==> config.mk <==
export PLATFORM = sky130hd
export DESIGN_NAME = axis_burst_scheduler
export DESIGN_NICKNAME = d
export VERILOG_FILES = /design/src/rtl/axis_burst_scheduler.sv
export SDC_FILE = /design/constraint.sdc
export NUM_CORES = 1
export LEC_CHECK = 0
export CORE_MARGIN = 2
export CORE_UTILIZATION = 25
export DETAILED_ROUTE_END_ITERATION = 8
export DONT_BUFFER_PORTS = 1
export HOLD_SLACK_MARGIN = 0.03
export PLACE_DENSITY_LB_ADDON = 0.12
export RECOVER_POWER = 50
export SYNTH_ARGS = -nofsm -noshare
export SYNTH_HDL_FRONTEND = slang
export SYNTH_SLANG_ARGS = --single-unit
export TNS_END_PERCENT = 20
==> constraint.sdc <==
create_clock -name clk -period 3 [get_ports clk]
set_clock_uncertainty 0.15 [all_clocks]
set_input_delay 0.3 -clock clk [delete_from_list [all_inputs] [get_ports clk]]
set_output_delay 0.3 -clock clk [all_outputs]
set_load 0.05 [all_outputs]
==> src/rtl/axis_burst_scheduler.sv <==
// Command-queued AXIS counter-pattern burst source: buffers (len, gap, tag) commands,
// streams each as a tlast-terminated packet, idles for the programmed gap, counts completions.
module axis_burst_scheduler #(
    parameter int unsigned CMD_DEPTH_LOG2 = 2,
    parameter int unsigned LEN_W          = 26,
    parameter int unsigned GAP_W          = 8
) (
    input  logic                    clk,
    input  logic                    rst,
    input  logic                    cmd_valid,
    output logic                    cmd_ready,
    input  logic [LEN_W-1:0]        cmd_len_m1,
    input  logic [GAP_W-1:0]        cmd_gap,
    input  logic [3:0]              cmd_tag,
    input  logic                    enable,
    input  logic                    abort,
    output logic [31:0]             axis_tdata,
    output logic [3:0]              axis_tkeep,
    output logic                    axis_tlast,
    output logic                    axis_tvalid,
    input  logic                    axis_tready,
    output logic                    busy,
    output logic [CMD_DEPTH_LOG2:0] fifo_level,
    output logic [15:0]             done_count,
    output logic                    done_pulse
);
    localparam int unsigned DEPTH = 1 << CMD_DEPTH_LOG2;
    localparam int unsigned PTR_W = CMD_DEPTH_LOG2;
    localparam int unsigned LVL_W = CMD_DEPTH_LOG2 + 1;
    localparam int unsigned CMD_W = LEN_W + GAP_W + 4;

    typedef enum logic [1:0] {
        IDLE   = 2'd0,
        STREAM = 2'd1,
        GAP    = 2'd2
    } state_t;

    state_t             state;
    logic [CMD_W-1:0]   mem [DEPTH];
    logic [PTR_W-1:0]   wr_ptr;
    logic [PTR_W-1:0]   rd_ptr;
    logic [LEN_W-1:0]   head_len;
    logic [GAP_W-1:0]   head_gap;
    logic [3:0]         head_tag;
    logic [LEN_W-1:0]   len_m1;
    logic [LEN_W-1:0]   word_index;
    logic [GAP_W-1:0]   gap;
    logic [GAP_W-1:0]   gap_ctr;
    logic [3:0]         tag;
    logic               fifo_full;
    logic               fifo_empty;
    logic               push;
    logic               pop;

    // Ready and pop both depend on abort/rst so a flush cycle neither accepts nor launches.
    assign fifo_full  = (fifo_level == LVL_W'(DEPTH));
    assign fifo_empty = (fifo_level == '0);
    assign cmd_ready  = !fifo_full && !abort && !rst;
    assign push       = cmd_valid && cmd_ready;
    assign pop        = (state == IDLE) && enable && !fifo_empty && !abort && !rst;

    assign {head_len, head_gap, head_tag} = mem[rd_ptr];

    assign axis_tdata = {tag, 2'b00, 26'(word_index)};
    assign axis_tkeep = axis_tvalid ? 4'hf : 4'h0;
    assign busy       = (state != IDLE) || !fifo_empty;

    always_ff @(posedge clk) begin
        if (push) begin
            mem[wr_ptr] <= {cmd_len_m1, cmd_gap, cmd_tag};
        end
    end

    // Command FIFO pointers and occupancy; abort flushes everything queued.
    always_ff @(posedge clk) begin
        if (rst || abort) begin
            wr_ptr     <= '0;
            rd_ptr     <= '0;
            fifo_level <= '0;
        end else begin
            if (push) begin
                wr_ptr <= wr_ptr + PTR_W'(1);
            end
            if (pop) begin
                rd_ptr <= rd_ptr + PTR_W'(1);
            end
            case ({push, pop})
                2'b10:   fifo_level <= fifo_level + LVL_W'(1);
                2'b01:   fifo_level <= fifo_level - LVL_W'(1);
                default: fifo_level <= fifo_level;
            endcase
        end
    end

    // Burst sequencer: tvalid/tlast are flops so they stay stable under backpressure.
    always_ff @(posedge clk) begin
        if (rst) begin
            state       <= IDLE;
            axis_tvalid <= 1'b0;
            axis_tlast  <= 1'b0;
            done_pulse  <= 1'b0;
            done_count  <= '0;
            len_m1      <= '0;
            word_index  <= '0;
            gap         <= '0;
            gap_ctr     <= '0;
            tag         <= '0;
        end else begin
            done_pulse <= 1'b0;
            case (state)
                IDLE: begin
                    if (pop) begin
                        len_m1      <= head_len;
                        gap         <= head_gap;
                        tag         <= head_tag;
                        word_index  <= '0;
                        axis_tvalid <= 1'b1;
                        axis_tlast  <= (head_len == '0);
                        state       <= STREAM;
                    end
                end
                STREAM: begin
                    if (axis_tready) begin
                        if (axis_tlast) begin
                            axis_tvalid <= 1'b0;
                            axis_tlast  <= 1'b0;
                            done_pulse  <= 1'b1;
                            done_count  <= done_count + 16'd1;
                            if (gap == '0) begin
                                state <= IDLE;
                            end else begin
                                gap_ctr <= gap - GAP_W'(1);
                                state   <= GAP;
                            end
                        end else begin
                            word_index <= word_index + LEN_W'(1);
                            axis_tlast <= ((word_index + LEN_W'(1)) == len_m1);
                        end
                    end
                end
                GAP: begin
                    if (gap_ctr == '0) begin
                        state <= IDLE;
                    end else begin
                        gap_ctr <= gap_ctr - GAP_W'(1);
                    end
                end
                default: state <= IDLE;
            endcase
        end
    end
endmodule
After elaboration in Yosys (flattened, before gate mapping)
Memory sizes are Yosys's and may differ from the RTL's. A register that Yosys moved wholly into a read port is not among the register bits.
Cells that the tools add are included.
Cells by class
  add/subtract/negate cells: 8
  equal/unequal tests: 13
  multiplexer cells: 30
  bitwise gates (word level): 2
  reduce and logical (&&, ||, !) cells: 30
Operator list (count)
  $mux 26: 3
  $pmux 26 s2: 1
  $mux 8: 4
  $add 26x1->26 const B: 1
  $eq 26x26->1: 1
  $logic_not 26->1: 1
  $add 16x1->16 const B: 1
  $logic_not 8->1: 2
  $pmux 8 s2: 1
  $sub 8x1->8 const B: 2
  $mux 2: 7
  $ne 2x2->1 const B: 7
  $reduce_and 4->1: 3
  $mux 1: 9
  $reduce_bool 2->1: 4
  $logic_and 1x1->1: 7
  $pmux 2 s3: 1
  $pmux 3 s2: 1
  $reduce_and 3->1: 2
  $reduce_and 5->1: 1
  $add 2x1->2 const B: 2
  $eq 2x1->1 const B: 2
  $eq 2x2->1 const B: 2
  $logic_not 1->1: 4
  11 further kinds: 14
Word-level totals
  bits in registers: 100
  RAM bits: 152
  input bits: 44
  output and inout port bits: 60
  logic and storage cells: 97
  memories: 1
Memories
  mem: depth 4, width 38, read ports 1, clocked after Yosys merged registers in 1, wr ports 1, RTL line 39  | logic [CMD_W-1:0] mem [DEPTH];

Longest topological paths before layout
  depth after elaboration: 7
  mapped depth: 12
  mapped depth without buffers: 10

Worst setup path before layout
No wires, ideal clock.
  kind: register -> register
  start point: register fifo_level[0]
  end point: memory mem[1][0] in the netlist's numbering, enable pin
  setup time: 0.399 ns
  data arrival time: 2.986 ns
  data required time: 2.451 ns
  slack: -0.535 ns
  cell stages (with the launch flop): 4
  buffers on the path: 0
  clock period less this slack: 3.535 ns
  cell sequence: dfxtp_1 inv_1 a31oi_1 and3_1
On the way
  longest elaborated chain between the ends: 7
Ends and longest elaborated chain
  start, declared: RTL line 23  | output logic [CMD_DEPTH_LOG2:0] fifo_level,
  start signal, assigned: RTL line 88  | 2'b10: fifo_level <= fifo_level + LVL_W'(1);
  start signal, assigned: RTL line 89  | 2'b01: fifo_level <= fifo_level - LVL_W'(1);
  start signal, assigned: RTL line 90  | default: fifo_level <= fifo_level;
  $eq 3x3->1: RTL line 56  | assign fifo_full = (fifo_level == LVL_W'(DEPTH));
  $logic_not 1->1: RTL line 58  | assign cmd_ready = !fifo_full && !abort && !rst;
  $logic_and 1x1->1 (2 in series): RTL line 58
  via cmd_ready: RTL line 11  | output logic cmd_ready,
  $logic_and 1x1->1: RTL line 59  | assign push = cmd_valid && cmd_ready;
  $mux 1: RTL line 69  | if (push) begin
  $mux 1 (implied by the code): RTL line 70  | mem[wr_ptr] <= {cmd_len_m1, cmd_gap, cmd_tag};
  end, declared: RTL line 39
The timed path passes the listed nets, and every way through them passes these cells.

Worst setup path in the final report
  start point: input rst
  end point: register fifo_level[2]
On the way
  longest elaborated chain between the ends: 5
  elaborated cells on any way between the ends: 9
  classes of those cells: eq/ne (2); mux (1); reduce/logical (6)
Ends and longest elaborated chain
  start, declared: RTL line 9  | input logic rst,
  $logic_not 1->1: RTL line 58, 60
  $logic_and 1x1->1: RTL line 58
  $logic_and 1x1->1: RTL line 59
  $eq 2x1->1 / $eq 2x2->1 (equally long branches): RTL line 87  | case ({push, pop})
  $pmux 3 s2 / $reduce_bool 2->1 (equally long branches)
Several ways; a longest one is shown, not always the timed one.
A chain may end at the register's enable or synchronous reset.

==> flow_summary_export.csv <==
group,metric,value,unit
timing,rsz0062_at_grt,"false",
placed_design,io_buffers,0,
timing,worst_slew_pin_slew,1.59,ns
clock_tree,post-cts-setup-buffers,0,
timing,setup_violations,0,
routing,route.detailed.wl_per_inst,18.9,um
routing,route.final.wire_length,30.1,mm
finish,final_design_area_no_fill,13300,sq um
clock_tree,tritoncts.num_buffers,31,
synth,post_synth_xor_xnor_area,5.24,%
worst_setup_path,worst-r2r-setup-slack,0.21,ns
synth,yosysUniqueCellTypes,63,
synth,synth_top_family_by_area,"simple AND/OR/NAND/NOR gates",
global_route,vias_in_the_first_global_route,7200,
finish,syn2layout_area_growth,22.3,%
min_path,hp-start,"cmd_valid",
outcome,outcome,"finished, violations left",
finish,fin_nets,1033,
worst_setup_path,critPathCaptureType,"flop",
synth,post-synth-top-area-cell,"edfxtp_1",
placed_design,placement.cell_area,11900,sq um
synth,synth_cells,898,
clock_tree,clk_root_buffer_cell,"clkbuf_16",
floorplan,die_width,213,um
synth,synth_top_area_share,42.0,%
power,power-per-cell-area,581,nW/um^2
power,switchingPower,1.65,mW
global_route,grt_antenna_before_repair,4,
synth,synth_simple_gate_area_share,13.8,%
synth,synth_seq_cells,254,
outcome,violations,"max-capacitance violations, max-slew violations",
timing,fin_crit_sh,94.4,%
routing,iteration_0_drc_count_of_the_detailed_router,379,
min_path,worst_hold_path_type,"in -> reg",
timing,worst_hold_slack,0.126,ns
synth,yosys_warnings,0,
power,combPwrFrac,2.7,%
worst_setup_path,r2r-start,"word_index[6]",
clock_tree,tritoncts,"built",
routing,drt_first_pass_iters,5,
routing,drc,0,
clock_tree,clock_sinks,254,
synth,synth-main-ff-cell,"edfxtp_1",
synth,synth_compound_area_share,7.77,%
synth,ys_top_cells_by_count,"edfxtp_1 (152), nand2_1 (108), dfxtp_1 (102), a21oi_1 (85), nor2_1 (78)",
timing,achievable-frequency,353,MHz
floorplan,placeableCoreArea,43000,sq um
synth,synth_top_cells_by_area,"edfxtp_1 (42%), dfxtp_1 (19%), mux4_2 (7.9%)",
power,total_power,7.73,mW
placed_design,detailed_place_hpwl,19.6,mm
power,worst_ir_drop_vdd,409,uV
worst_setup_path,cp-start-kind,"input pin",
floorplan,std_cell_rows,76,
worst_setup_path,regToRegEndpoint,"word_index[25]",
finish,ff_latch_area,6620,sq um
global_route,grt_max_degree,96,
power,clkPwrFrac,48.9,%
job,maxCapViolCount,1,
floorplan,die_h,213,um
global_route,gr-total-overflow,0,
routing,vias_per_cell,4.52,
worst_setup_path,criticalPathCategory,"in -> reg",
placed_design,place.gp.congestion,0.786,
worst_setup_path,cp_max_fo,48,
synth,synth_async_sr_flop_share,0,%
routing,final_antenna_net_count,0,
global_route,grt_first_pass_wirelength,46.0,mm
synth,synth_area,10900,sq um
power,static-leakage-power,4.37,nW
finish,combined_area_of_the_multi_input_logic_cells,4000,sq um
timing,fin_setup_tns,0,ns
global_route,grt.total_usage,13.4,%
routing,count_of_vias_placed_by_the_detailed_router,7194,
synth,top_count_cell_post_synth,"edfxtp_1",
power,internal-power,6.08,mW
min_path,hold_depth,2,
floorplan,initial_utilization,25.3,%
timing,finalMaxSlewViolations,5,
power,pwr-share-seq,48.4,%
finish,post_layout_utilization_of_the_core,30.9,%
finish,drive_gt1_share,13.9,%
synth,synth-seq-area-share,60.8,%
clock_tree,clk_latency,0.59,ns
clock_tree,cts.htree.levels,1,
clock_tree,cts.path.max_buffers,3,
floorplan,dieArea,45200,sq um
synth,synth-adder-area-share,1.10,%
power,switching_share,21.3,%
worst_setup_path,cp.required,3.36,ns
timing,finalWorstPathRequiredPeriod,2.83,ns
worst_setup_path,rr_worst_depth,8,
floorplan,floorplan.io_pins,104,
timing,finalHoldViolations,0,
min_path,worst_hold_path.endpoint,"mem[2][18]",
worst_setup_path,critPathArrivalTime,3.20,ns
timing,max-slew-margin-rel,-5.86,%
clock_tree,clk_transition_reported_paths,0.06,ns
synth,share_of_cell_area_taken_by_muxes_after_synthesis,8.61,%
finish,nFillCells,4441,
synth,syn-mean-instance-area,12.1,sq um
synth,number_of_synthesized_flops_with_an_enable_pin,152,
## final cells by class
class                   count  share of cell area (%)
inverters                   9                   0.254
clock inverters            17                    1.45
clock buffers              41                    6.27
flip-flops and latches    254                    49.8
multi-input cells         579                    30.1
repair buffers            105                    6.63
diodes                      2                  0.0376
well taps                 585                    5.50
## critical path, stage by stage
cell and delay [ns]:
dlygate4sd3_1 0.64, clkbuf_16 0.26, nor2_1 0.16, nand3_1 0.11, or3_1 0.36, inv_1 0.12, ha_1 0.19, inv_1 0.06
fa_1 0.37, xor2_1 0.16, or3_1 0.30, a21oi_1 0.13
## worst max path at each step
stage | slack [ns] | end | from
4_1_cts | 0.07 | word_index[25] | word_index[11]
3_5_place_dp | 0.29 | axis_tlast | word_index[1]
3_3_place_gp | 0.37 | axis_tlast | word_index[1]
5_1_grt | 0.007 | word_index[25] | word_index[6]
6_report | 0.17 | fifo_level[2] | rst
2_1_floorplan | 0.02 | fifo_level[2] | rst
## stage by stage
stage | instances | setup slack (ns)
after detailed placement | 1485 | 0.294
after floorplan | 899 | 0.0174
after global placement | 1485 | 0.368
final | 1592 | 0.168
after CTS | 1589 | 0.0655
after global routing | 1592 | 0.00743
## logic make-up (layout without fill, tap and decap cells)
family,Yosys count,count (layout)
simple gates,308,308
flops,254,254
compound gates,149,149
buf+inv,66,172
xor+xnor,65,65
mux,46,46
fa+ha+maj,9,9
other cells,1,4
## routing by layer
layer / up-vias / track usage (%) / routed length [um]
li1: 3452 / - / -
met1: 3526 / 19.1 / 14600
met4: 4 / 3.40 / 733
met3: 47 / 3.31 / 1790
met5: - / 0 / 30
met2: 165 / 20.3 / 12900
## what timing repair did
item | CTS | global route
hold endpoints to repair | 254 | 0
setup endpoints to repair | 0 | 2
hold buffers | 46 | 0
resized for setup | 0 | 6
## flip-flops by register name (all words and copies together) (netlist names), named ones only
name,count
state,2
rd_ptr,2
tag,4
mem,152
word_index,26
wr_ptr,2
fifo_level,3
axis_tvalid,1
gap,8
len_m1,26
axis_tlast,1
done_pulse,1
gap_ctr,8
done_count,16
## placed cells by master (no fill, tap or decap), types with 8 or more instances in the layout
cell           synthesis  layout
and3_1                19      15
xor2_1                28      28
nand3_1               16      16
nor2_1                78      78
edfxtp_1             152     152
xnor2_1               37      37
buf_4                  7      21
nand2_1              108     108
clkbuf_16              0      32
or3_1                 14      14
dfxtp_2                0       8
nor3_1                15      15
dlygate4sd3_1          0      45
a21oi_1               85      85
inv_1                  9       9
dfxtp_1              102      94
mux2i_1                8       8
o21ai_0               32      32
mux4_2                38      38
nor2b_1               10      10
clkbuf_1              36      38
ha_1                   8       8
## power by group through the flow
stage | Combinational (mW) | Clock (mW) | Sequential (mW)
floorplan | 0.111 | 0 | 3.81
global placement | 0.109 | 0 | 3.82
detailed placement | 0.109 | 0 | 3.82
CTS | 0.207 | 3.92 | 3.74
global route | 0.224 | 4.06 | 3.74
finish | 0.205 | 3.78 | 3.74
Note: power is estimated with default switching activity, not from simulation.
